===== src/rtl/mnist_pkg.sv =====
// mnist_pkg
// Shared types and constants for the MNIST int8 inference controller slice.
//   state_e    : controller FSM state encoding (4 bits)
//   OUT_DIM_DEF / HID_DIM_DEF : default layer widths
//   SHIFT_W, LOGIT_W, CYC_W, WDOG_W : datapath widths
//   CLASS_ERR  : class code reported when a layer times out
//   sat_inc    : saturating increment for the cycle counter
package mnist_pkg;

    localparam int OUT_DIM_DEF = 10;
    localparam int HID_DIM_DEF = 32;
    localparam int SHIFT_W     = 6;
    localparam int LOGIT_W     = 8;
    localparam int CYC_W       = 24;
    localparam int WDOG_W      = 16;

    localparam logic [3:0] CLASS_ERR = 4'hF;

    typedef enum logic [3:0] {
        S_IDLE     = 4'd0,
        S_FC1_GO   = 4'd1,
        S_FC1_WAIT = 4'd2,
        S_FC2_GO   = 4'd3,
        S_FC2_WAIT = 4'd4,
        S_ARG      = 4'd5,
        S_RESULT   = 4'd6
    } state_e;

    // Counter that sticks at all-ones instead of wrapping.
    function automatic logic [CYC_W-1:0] sat_inc(input logic [CYC_W-1:0] v);
        return (&v) ? v : v + 1'b1;
    endfunction

endpackage


===== src/rtl/mnist_infer_ctrl_argmax.sv =====
// mnist_argmax_seq
// Serial argmax over OUT_DIM signed logits read from a synchronous memory
// with one cycle of read latency.
// Ports:
//   clk, rst  : clock, synchronous active-high reset
//   start     : one-cycle pulse; the scan begins on the following cycle
//   done      : high on the last scan cycle (final compare happens at its edge)
//   addr      : registered read address, 0..OUT_DIM-1, holds at OUT_DIM-1
//   data      : read data, valid one cycle after addr
//   best_idx  : index of the running/final maximum (lowest index on ties)
//   best_val  : value of the running/final maximum
module mnist_argmax_seq
    import mnist_pkg::*;
#(
    parameter int OUT_DIM = OUT_DIM_DEF
) (
    input  logic                      clk,
    input  logic                      rst,
    input  logic                      start,
    output logic                      done,
    output logic [$clog2(OUT_DIM)-1:0] addr,
    input  logic signed [LOGIT_W-1:0] data,
    output logic [$clog2(OUT_DIM)-1:0] best_idx,
    output logic signed [LOGIT_W-1:0] best_val
);

    localparam int IDX_W = $clog2(OUT_DIM);
    localparam int CNT_W = $clog2(OUT_DIM + 1);

    logic                      active_q;
    logic [CNT_W-1:0]          cyc_q;
    logic [IDX_W-1:0]          addr_q;
    logic [IDX_W-1:0]          best_idx_q;
    logic signed [LOGIT_W-1:0] best_val_q;

    // cyc_q counts scan cycles from 0; on cycle t>=1 the data bus carries
    // logit[t-1], so the scan needs OUT_DIM+1 cycles in total.
    always_ff @(posedge clk) begin
        if (rst) begin
            active_q   <= 1'b0;
            cyc_q      <= '0;
            addr_q     <= '0;
            best_idx_q <= '0;
            best_val_q <= '0;
        end else if (start) begin
            active_q <= 1'b1;
            cyc_q    <= '0;
            addr_q   <= '0;
        end else if (active_q) begin
            if (cyc_q == CNT_W'(OUT_DIM)) begin
                active_q <= 1'b0;
            end else begin
                cyc_q <= cyc_q + 1'b1;
            end
            if (addr_q != IDX_W'(OUT_DIM - 1)) begin
                addr_q <= addr_q + 1'b1;
            end
            if (cyc_q == CNT_W'(1)) begin
                // First logit seeds the running best unconditionally.
                best_idx_q <= '0;
                best_val_q <= data;
            end else if (cyc_q != '0 && data > best_val_q) begin
                // Strictly greater keeps the lowest index on ties.
                best_idx_q <= IDX_W'(cyc_q - 1'b1);
                best_val_q <= data;
            end
        end
    end

    assign done     = active_q && (cyc_q == CNT_W'(OUT_DIM));
    assign addr     = addr_q;
    assign best_idx = best_idx_q;
    assign best_val = best_val_q;

endmodule


===== src/rtl/mnist_infer_ctrl.sv =====
// mnist_infer_ctrl
// Inference sequencer: on accepting an image it pulses fc1, waits for its
// done, pulses fc2, waits for its done, scans the 10 logits for the argmax
// and holds the result on a valid/ready port.
// Optional feature macro: MNIST_CTRL_WDOG_EN enables a per-layer watchdog
// that aborts to an error result after WDOG_CYCLES cycles without done.
// Ports:
//   clk, rst                : clock, synchronous active-high reset
//   in_valid / in_ready     : image request handshake (ready only when idle)
//   cfg_shift1/cfg_shift2   : requant shifts, latched on accept
//   fc1_start/fc1_done/fc1_shift : fc1 engine control
//   fc2_start/fc2_done/fc2_shift : fc2 engine control
//   logit_addr / logit_data : logit memory read port (1-cycle latency)
//   res_valid / res_ready   : result handshake
//   res_class, res_score, res_err, res_cycles : result payload
//   busy                    : high whenever not idle
module mnist_infer_ctrl
    import mnist_pkg::*;
#(
    parameter int HID_DIM     = HID_DIM_DEF,
    parameter int OUT_DIM     = OUT_DIM_DEF,
    parameter int WDOG_CYCLES = 65535
) (
    input  logic                        clk,
    input  logic                        rst,
    input  logic                        in_valid,
    output logic                        in_ready,
    input  logic [SHIFT_W-1:0]          cfg_shift1,
    input  logic [SHIFT_W-1:0]          cfg_shift2,
    output logic                        fc1_start,
    input  logic                        fc1_done,
    output logic [SHIFT_W-1:0]          fc1_shift,
    output logic                        fc2_start,
    input  logic                        fc2_done,
    output logic [SHIFT_W-1:0]          fc2_shift,
    output logic [$clog2(OUT_DIM)-1:0]  logit_addr,
    input  logic signed [LOGIT_W-1:0]   logit_data,
    output logic                        res_valid,
    input  logic                        res_ready,
    output logic [3:0]                  res_class,
    output logic signed [LOGIT_W-1:0]   res_score,
    output logic                        res_err,
    output logic [CYC_W-1:0]            res_cycles,
    output logic                        busy
);

    localparam int IDX_W = $clog2(OUT_DIM);

    state_e              state_q, state_d;
    logic [SHIFT_W-1:0]  shift1_q, shift1_d;
    logic [SHIFT_W-1:0]  shift2_q, shift2_d;
    logic [CYC_W-1:0]    cyc_q, cyc_d;

    logic                accept;
    logic                arg_start;
    logic                arg_done;
    logic [IDX_W-1:0]    best_idx;
    logic signed [LOGIT_W-1:0] best_val;
    logic                wdog_hit;

    // HID_DIM only documents the fc1 width; nothing here depends on it.
    logic [31:0] unused_hid;
    assign unused_hid = 32'(HID_DIM);

    assign accept    = in_valid && (state_q == S_IDLE);
    assign arg_start = (state_q == S_FC2_WAIT) && fc2_done;

`ifdef MNIST_CTRL_WDOG_EN
    logic [WDOG_W-1:0] wdog_q, wdog_d;
    logic              err_q, err_d;

    // Counter is zero in the GO states, so it starts at 0 on WAIT entry.
    assign wdog_hit = ({1'b0, wdog_q} + 17'd1) == 17'(WDOG_CYCLES);

    always_comb begin
        wdog_d = '0;
        err_d  = err_q;
        if (state_q == S_FC1_WAIT || state_q == S_FC2_WAIT) begin
            wdog_d = wdog_q + 1'b1;
        end
        if (accept) begin
            err_d = 1'b0;
        end else if ((state_q == S_FC1_WAIT && !fc1_done && wdog_hit) ||
                     (state_q == S_FC2_WAIT && !fc2_done && wdog_hit)) begin
            err_d = 1'b1;
        end
    end

    always_ff @(posedge clk) begin
        if (rst) begin
            wdog_q <= '0;
            err_q  <= 1'b0;
        end else begin
            wdog_q <= wdog_d;
            err_q  <= err_d;
        end
    end

    assign res_err = err_q;
`else
    logic [31:0] unused_wdog;
    assign unused_wdog = 32'(WDOG_CYCLES);
    assign wdog_hit    = 1'b0;
    assign res_err     = 1'b0;
`endif

    // Next-state and datapath updates.
    always_comb begin
        state_d  = state_q;
        shift1_d = shift1_q;
        shift2_d = shift2_q;
        cyc_d    = cyc_q;

        case (state_q)
            S_IDLE: begin
                if (in_valid) begin
                    state_d = S_FC1_GO;
                end
            end
            S_FC1_GO: begin
                state_d = S_FC1_WAIT;
            end
            S_FC1_WAIT: begin
                if (fc1_done) begin
                    state_d = S_FC2_GO;
                end else if (wdog_hit) begin
                    state_d = S_RESULT;
                end
            end
            S_FC2_GO: begin
                state_d = S_FC2_WAIT;
            end
            S_FC2_WAIT: begin
                if (fc2_done) begin
                    state_d = S_ARG;
                end else if (wdog_hit) begin
                    state_d = S_RESULT;
                end
            end
            S_ARG: begin
                if (arg_done) begin
                    state_d = S_RESULT;
                end
            end
            S_RESULT: begin
                if (res_ready) begin
                    state_d = S_IDLE;
                end
            end
            default: begin
                state_d = S_IDLE;
            end
        endcase

        if (accept) begin
            shift1_d = cfg_shift1;
            shift2_d = cfg_shift2;
            cyc_d    = '0;
        end else if (state_q != S_IDLE && state_q != S_RESULT) begin
            // Counts every working cycle; frozen while the result is held.
            cyc_d = sat_inc(cyc_q);
        end
    end

    always_ff @(posedge clk) begin
        if (rst) begin
            state_q  <= S_IDLE;
            shift1_q <= '0;
            shift2_q <= '0;
            cyc_q    <= '0;
        end else begin
            state_q  <= state_d;
            shift1_q <= shift1_d;
            shift2_q <= shift2_d;
            cyc_q    <= cyc_d;
        end
    end

    mnist_argmax_seq #(
        .OUT_DIM (OUT_DIM)
    ) u_argmax (
        .clk      (clk),
        .rst      (rst),
        .start    (arg_start),
        .done     (arg_done),
        .addr     (logit_addr),
        .data     (logit_data),
        .best_idx (best_idx),
        .best_val (best_val)
    );

    assign in_ready   = (state_q == S_IDLE);
    assign busy       = (state_q != S_IDLE);
    assign fc1_start  = (state_q == S_FC1_GO);
    assign fc2_start  = (state_q == S_FC2_GO);
    assign fc1_shift  = shift1_q;
    assign fc2_shift  = shift2_q;
    assign res_valid  = (state_q == S_RESULT);
    assign res_cycles = cyc_q;
    // Argmax registers are untouched once the scan ends, so the payload is
    // stable for as long as the result is held.
    assign res_class  = res_err ? CLASS_ERR : 4'(best_idx);
    assign res_score  = res_err ? '0 : best_val;

endmodule


===== config.mk =====
export PLATFORM = sky130hd
export DESIGN_NAME = mnist_infer_ctrl
export DESIGN_NICKNAME = d
export VERILOG_FILES = /design/src/rtl/mnist_pkg.sv /design/src/rtl/mnist_infer_ctrl_argmax.sv /design/src/rtl/mnist_infer_ctrl.sv
export SDC_FILE = /design/constraint.sdc
export NUM_CORES = 1
export LEC_CHECK = 0
export CORE_UTILIZATION = 48
export CTS_CLUSTER_SIZE = 10
export DETAILED_ROUTE_END_ITERATION = 16
export PLACE_DENSITY = 0.8
export SYNTH_ARGS = -nofsm -noshare
export SYNTH_HDL_FRONTEND = slang
export SYNTH_SLANG_ARGS = --single-unit

===== constraint.sdc =====
create_clock -name clk -period 2.65 [get_ports clk]
set_input_delay 0.6625 -clock clk [delete_from_list [all_inputs] [get_ports clk]]
set_output_delay 0.6625 -clock clk [all_outputs]
set_load 0.02 [all_outputs]

**Yosys cells after proc, flatten, opt, wreduce, memory -nomap -nowiden**

Cells that the tools add are included.

- Equality and inequality tests: 15
- Magnitude comparators: 1
- Shift operators: 0
- $mul: 0
- Bitwise logic cells: 3
- Add/subtract/negate cells: 4
- Reductions and logical operators: 17
- Muxes and demuxes: 13
- Divide/modulo/power cells: 0

Operator list:

| operator | number |
|---|---|
| 2-to-1 mux 4 bit | 7 |
| case mux 4 bit (7 select lines) | 1 |
| adder 24 x 1 -> 24 bit (second input constant) | 1 |
| AND reduction 24 bit | 1 |
| 2-to-1 mux 8 bit | 2 |
| == test 4 x 3 -> 1 bit (second input constant) | 3 |
| adder 4 x 1 -> 4 bit (second input constant) | 2 |
| == test 4 x 1 -> 1 bit (second input constant) | 2 |
| == test 4 x 2 -> 1 bit (second input constant) | 2 |
| > comparator 8 bit | 1 |
| != test 2 bit (second input constant) | 4 |
| nonzero test 4 bit | 2 |
| AND reduction 2 bit | 3 |
| logical AND 1 bit | 5 |
| AND reduction 5 bit | 1 |
| == test 4 bit (second input constant) | 1 |
| logical NOT 4 bit | 1 |
| != test 4 x 3 -> 1 bit (second input constant) | 1 |
| != test 4 bit (second input constant) | 1 |
| OR reduction 2 bit | 2 |
| subtractor 4 x 1 -> 4 bit (second input constant) | 1 |
| 2-to-1 mux 1 bit | 3 |
| NOT 1 bit | 3 |
| AND reduction 3 bit | 1 |
| other kinds (2) | 2 |

- Input port bits: 26
- Word-level logic and storage cells: 62
- Register bits: 61
- Memories: 0
- Memory bits (writable): 0
- Memory bits (read-only): 0
- Output and inout bits: 58
- Latch bits: 0

**Logic depth before layout (Yosys ltp)**

- Word-level depth: 4
- Gate-level depth with buffers: 9
- Mapped depth without buffers: 8

**Cells and area by module**

From an unflattened synthesis, not the netlist that was laid out.

- Cell total of the unflattened synthesis: 372
- Area total of the unflattened synthesis: 3168.0 um^2

By module, submodules not included:

| module | seq. area each (um^2) | times used | cells each | area an instance (um^2) |
|---|---|---|---|---|
| mnist_infer_ctrl | 780.7 | 1 | 230 | 1880.6 |
| mnist_argmax_seq | 420.4 | 1 | 142 | 1287.5 |

**Worst setup path after synthesis**

Ideal clock, no wire load.

- Kind: input port to flip-flop
- Start point: input port logit_data[6]
- End point: register u_argmax.best_idx_q[3] (netlist: u_argmax.best_idx[3])
- Stages: 8
- Arrival time: 2.189 ns
- Required time: 2.527 ns
- Path slack: 0.338 ns
- Path buffers: 1
- Library setup time: 0.123 ns
- Path through: ha_1 nand4_1 nor2_1 a311oi_2 nand2_1 o21ai_2 buf_6 mux2_1

- Word-level cells in the longest chain between the ends: 4

Ends and longest elaborated chain:

| item | line | RTL |
|---|---|---|
| from (decl) | mnist_infer_ctrl.sv:37 | `input logic signed [LOGIT_W-1:0] logit_data,` |
| > comparator 8 bit | mnist_infer_ctrl_argmax.sv:62 | `end else if (cyc_q != '0 && data > best_val_q) begin` |
| logical AND 1 bit | mnist_infer_ctrl_argmax.sv:62 |  |
| nonzero test 2 bit (no source line) | n/a |  |
| AND reduction 3 bit (no source line) | n/a |  |
| to (signal assigned) | mnist_infer_ctrl_argmax.sv:64 | `best_idx_q <= IDX_W'(cyc_q - 1'b1);` |
| to (decl) | mnist_infer_ctrl_argmax.sv:33 | `logic [IDX_W-1:0] best_idx_q;` |

No other way between the ends.
A chain may end at the register's enable or synchronous reset.

**Worst setup path after layout**

- Start point: register state_q[0]
- End point: output port fc1_start

- Word-level cells in the longest chain between the ends: 1

Ends and longest elaborated chain:

| item | line | RTL |
|---|---|---|
| from (decl) | mnist_infer_ctrl.sv:49 | `state_e state_q, state_d;` |
| from (signal assigned) | mnist_infer_ctrl.sv:172 | `state_q <= state_d;` |
| == test 4 x 1 -> 1 bit | mnist_infer_ctrl.sv:194 | `assign fc1_start = (state_q == S_FC1_GO);` |
| to (decl) | mnist_infer_ctrl.sv:30 | `output logic fc1_start,` |

No other way between the ends.

==> out/metrics.cfg <==
[finish]
nNetsFinal = 489
area_delta_synth_final_pct = 36.4
postLayoutCoreUtil = 0.689
antenna_cells = 0
drive_above_1_share = 0.0710
fin_area_mm2 = 0.00413

[power]
leakagePower_nw = 1.49
max-vdd-ir-drop_v = 0.000282
power_density_mw_per_mm2 = 488

[floorplan]
die_h_um = 81.4
die_x_um = 81.4
design.die.area_mm2 = 0.00662
io_pins = 84
core_area_mm2 = 0.00599
num_rows = 28
initial_utilization = 0.505

[clock_network]
clkSlewWorstSetupHoldPaths_ps = 60
post_cts_buffers = 0
cts_num_sinks = 60
cts.path.max_buffers = 2
ctsHoldBuffers = 0
ctsHtreeMaxLevel = 3
cts_root_buf = clkbuf_8
ctsResizeCount = 0
numCtsBuffers = 9
cts_tree = done
clk_latency_ps = 330

[critical_path]
crit_chain = inv_1 > nor3_1 > clkdlybuf4s50_1
worstSetupPathType = reg2out
cpPeakStageDelay_ps = 650
startpoint = state_q[0]$_SDFFE_PP0P_
endpoint_kind = output pin
arrival_ps = 1910
critPathLaunchType = register
crit_fanout = 14
critical_path_buf_inv_count = 2
cp_slowest_cell = clkdlybuf4s50_1
reg2reg_from = res_cycles[1]$_SDFFE_PP0P_
cpLargestDelayFamily = buffers and inverters
cp_data_required_time_ps = 1990

[synth]
synth.area.top_cells = dfxtp_1 (40%), ha_1 (6.2%), nor2_1 (5.5%)
syn_nets = 402
avgSynthCellArea_um2 = 8.38
ys_async_sr_fraction = 0
synth_flop_cell = dfxtp_1
syn_area_mm2 = 0.00303
synth_top_area_frac = 0.397
yosys_warnings = 0
synth_cell_types = 45
yosysSeqAreaShare = 0.397
synth.ff_latch_count = 60
synth-edff-count = 0
syn_inst = 361
yosysMostFrequentCell = dfxtp_1
synth_top_cell_by_area = dfxtp_1
synthTopCellsByCount = dfxtp_1 (60), nor2_1 (44), nand2_1 (42)

[timing]
drv_slew = 0
setup_violations = 0
fmax_ghz = 0.389
finClkSkew_ps = 9.31
post-route-min-period_ps = 2570
fin_crit_sh = 0.969
max_slew_margin = 0.561
final.setup.tns_ps = 0
tightest_slew_ps = 652
rsz0062_at_grt = false
finalHoldViolations = 0

[route]
first_pass_iters = 4
wl_per_cell_um = 12.5
drc = 0
vias_per_cell = 5.25
via_count = 2760
drtIter0Drc = 111
finalWirelength_um = 6590
postRouteAntennaNets = 0

[grt]
grt_max_degree = 25
grt_pass1_vias = 2460
antenna_found_initial = 0
gr-total-overflow = 0
grt_pass1_wl_um = 10800
grt_usage = 0.209

[placement]
place_hpwl_um = 4830
port_buffers = 82
place.gp.congestion = 0.813
place_area_mm2 = 0.00394

[hold_path]
min-delay-start = fc2_shift[1]$_SDFFE_PP0P_
worstHoldPathType = reg2reg

[flow_run]
maxCapViolCount = 0

[run_status]
status = finished, final reports clean

==> final cells by class <==
type	count	area [um2]
inverter	17	63.8
fill	500	1860
multi-input combinational	268	1680
timing repair buffer	92	896
tap	75	93.8
sequential	60	1200
clock buffer	12	155
clock inverter	2	35.0
==> flip-flops by register name, indices dropped and copies added (netlist names) <==
register and cells:
state_q 3, fc2_shift 6, u_argmax.active_q 1, res_cycles 24, fc1_shift 6, u_argmax.cyc_q 4
u_argmax.best_val 8, u_argmax.addr 4, u_argmax.best_idx 4
==> layout by cell type, fill, tap and decap left out, types with 2 or more instances in the layout <==
master,count
dfxtp_1,60
a21oi_1,26
and2_1,3
clkbuf_8,11
nand3_1,6
and3_1,2
inv_1,17
nand4_1,11
or3_1,7
nand2_1,42
nor2b_1,4
ha_1,15
clkdlybuf4s50_1,82
mux2i_1,14
nand3b_1,2
xor2_1,11
nand2b_1,21
nor3b_1,3
nor2_1,44
nor3_1,9
and4_1,3
o21ai_0,14
buf_4,10
mux2_2,3
xnor2_1,10
==> worst register-to-register path, stage by stage (launching register included) <==
cell and delay, ps:
dfxtp_1 440, ha_1 240, and4_1 270, nand4_1 210, o21ai_0 510, o21ai_0 170
a21oi_1 200
==> stage by stage <==
stage,hold WS [ps],setup WS (ps),power (mW),instances
floorplan,534,338,1.12,361
global placement,442,-109,1.23,512
detailed placement,449,-155,1.24,512
CTS,458,77.9,2.04,526
global route,485,2.43,2.12,526
finish,456,80.9,2.01,526
==> report_power, final <==
group	switching [mW]	leakage, nW	internal, mW
combinational	0.133	0.905	0.133
sequential	0.0253	0.486	0.925
clock	0.324	0.0983	0.474
==> cell families after synthesis <==
family / Yosys count / share of synthesized area
flops: 60 / 0.397
compound gates: 50 / 0.0976
mux: 18 / 0.0612
fa+ha+maj: 15 / 0.0620
xor+xnor: 21 / 0.0608
other cells: 1 / 0.00124
simple gates: 163 / 0.273
buf+inv: 33 / 0.0471
==> worst paths after layout <==
kind	end	slack (ps)	depth (start not counted)
worst max register to register	res_cycles[10]$_SDFFE_PP0P_	520	6
worst min-delay path	fc2_shift[1]$_SDFFE_PP0P_	460	2
worst min register to register	fc2_shift[1]$_SDFFE_PP0P_	460	2
worst max-delay path	fc1_start	80	3
==> metal layers <==
| metal | routed length [um] | vias to the layer above | GRT usage |
|---|---|---|---|
| li1 | - | 1397 | - |
| met1 | 3100 | 1279 | 0.260 |
| met2 | 3030 | 72 | 0.342 |
| met3 | 341 | 12 | 0.0416 |
| met4 | 118 | 0 | 0.102 |
| met5 | 0 | - | 0 |
Note: power is estimated with default switching activity, not from simulation.
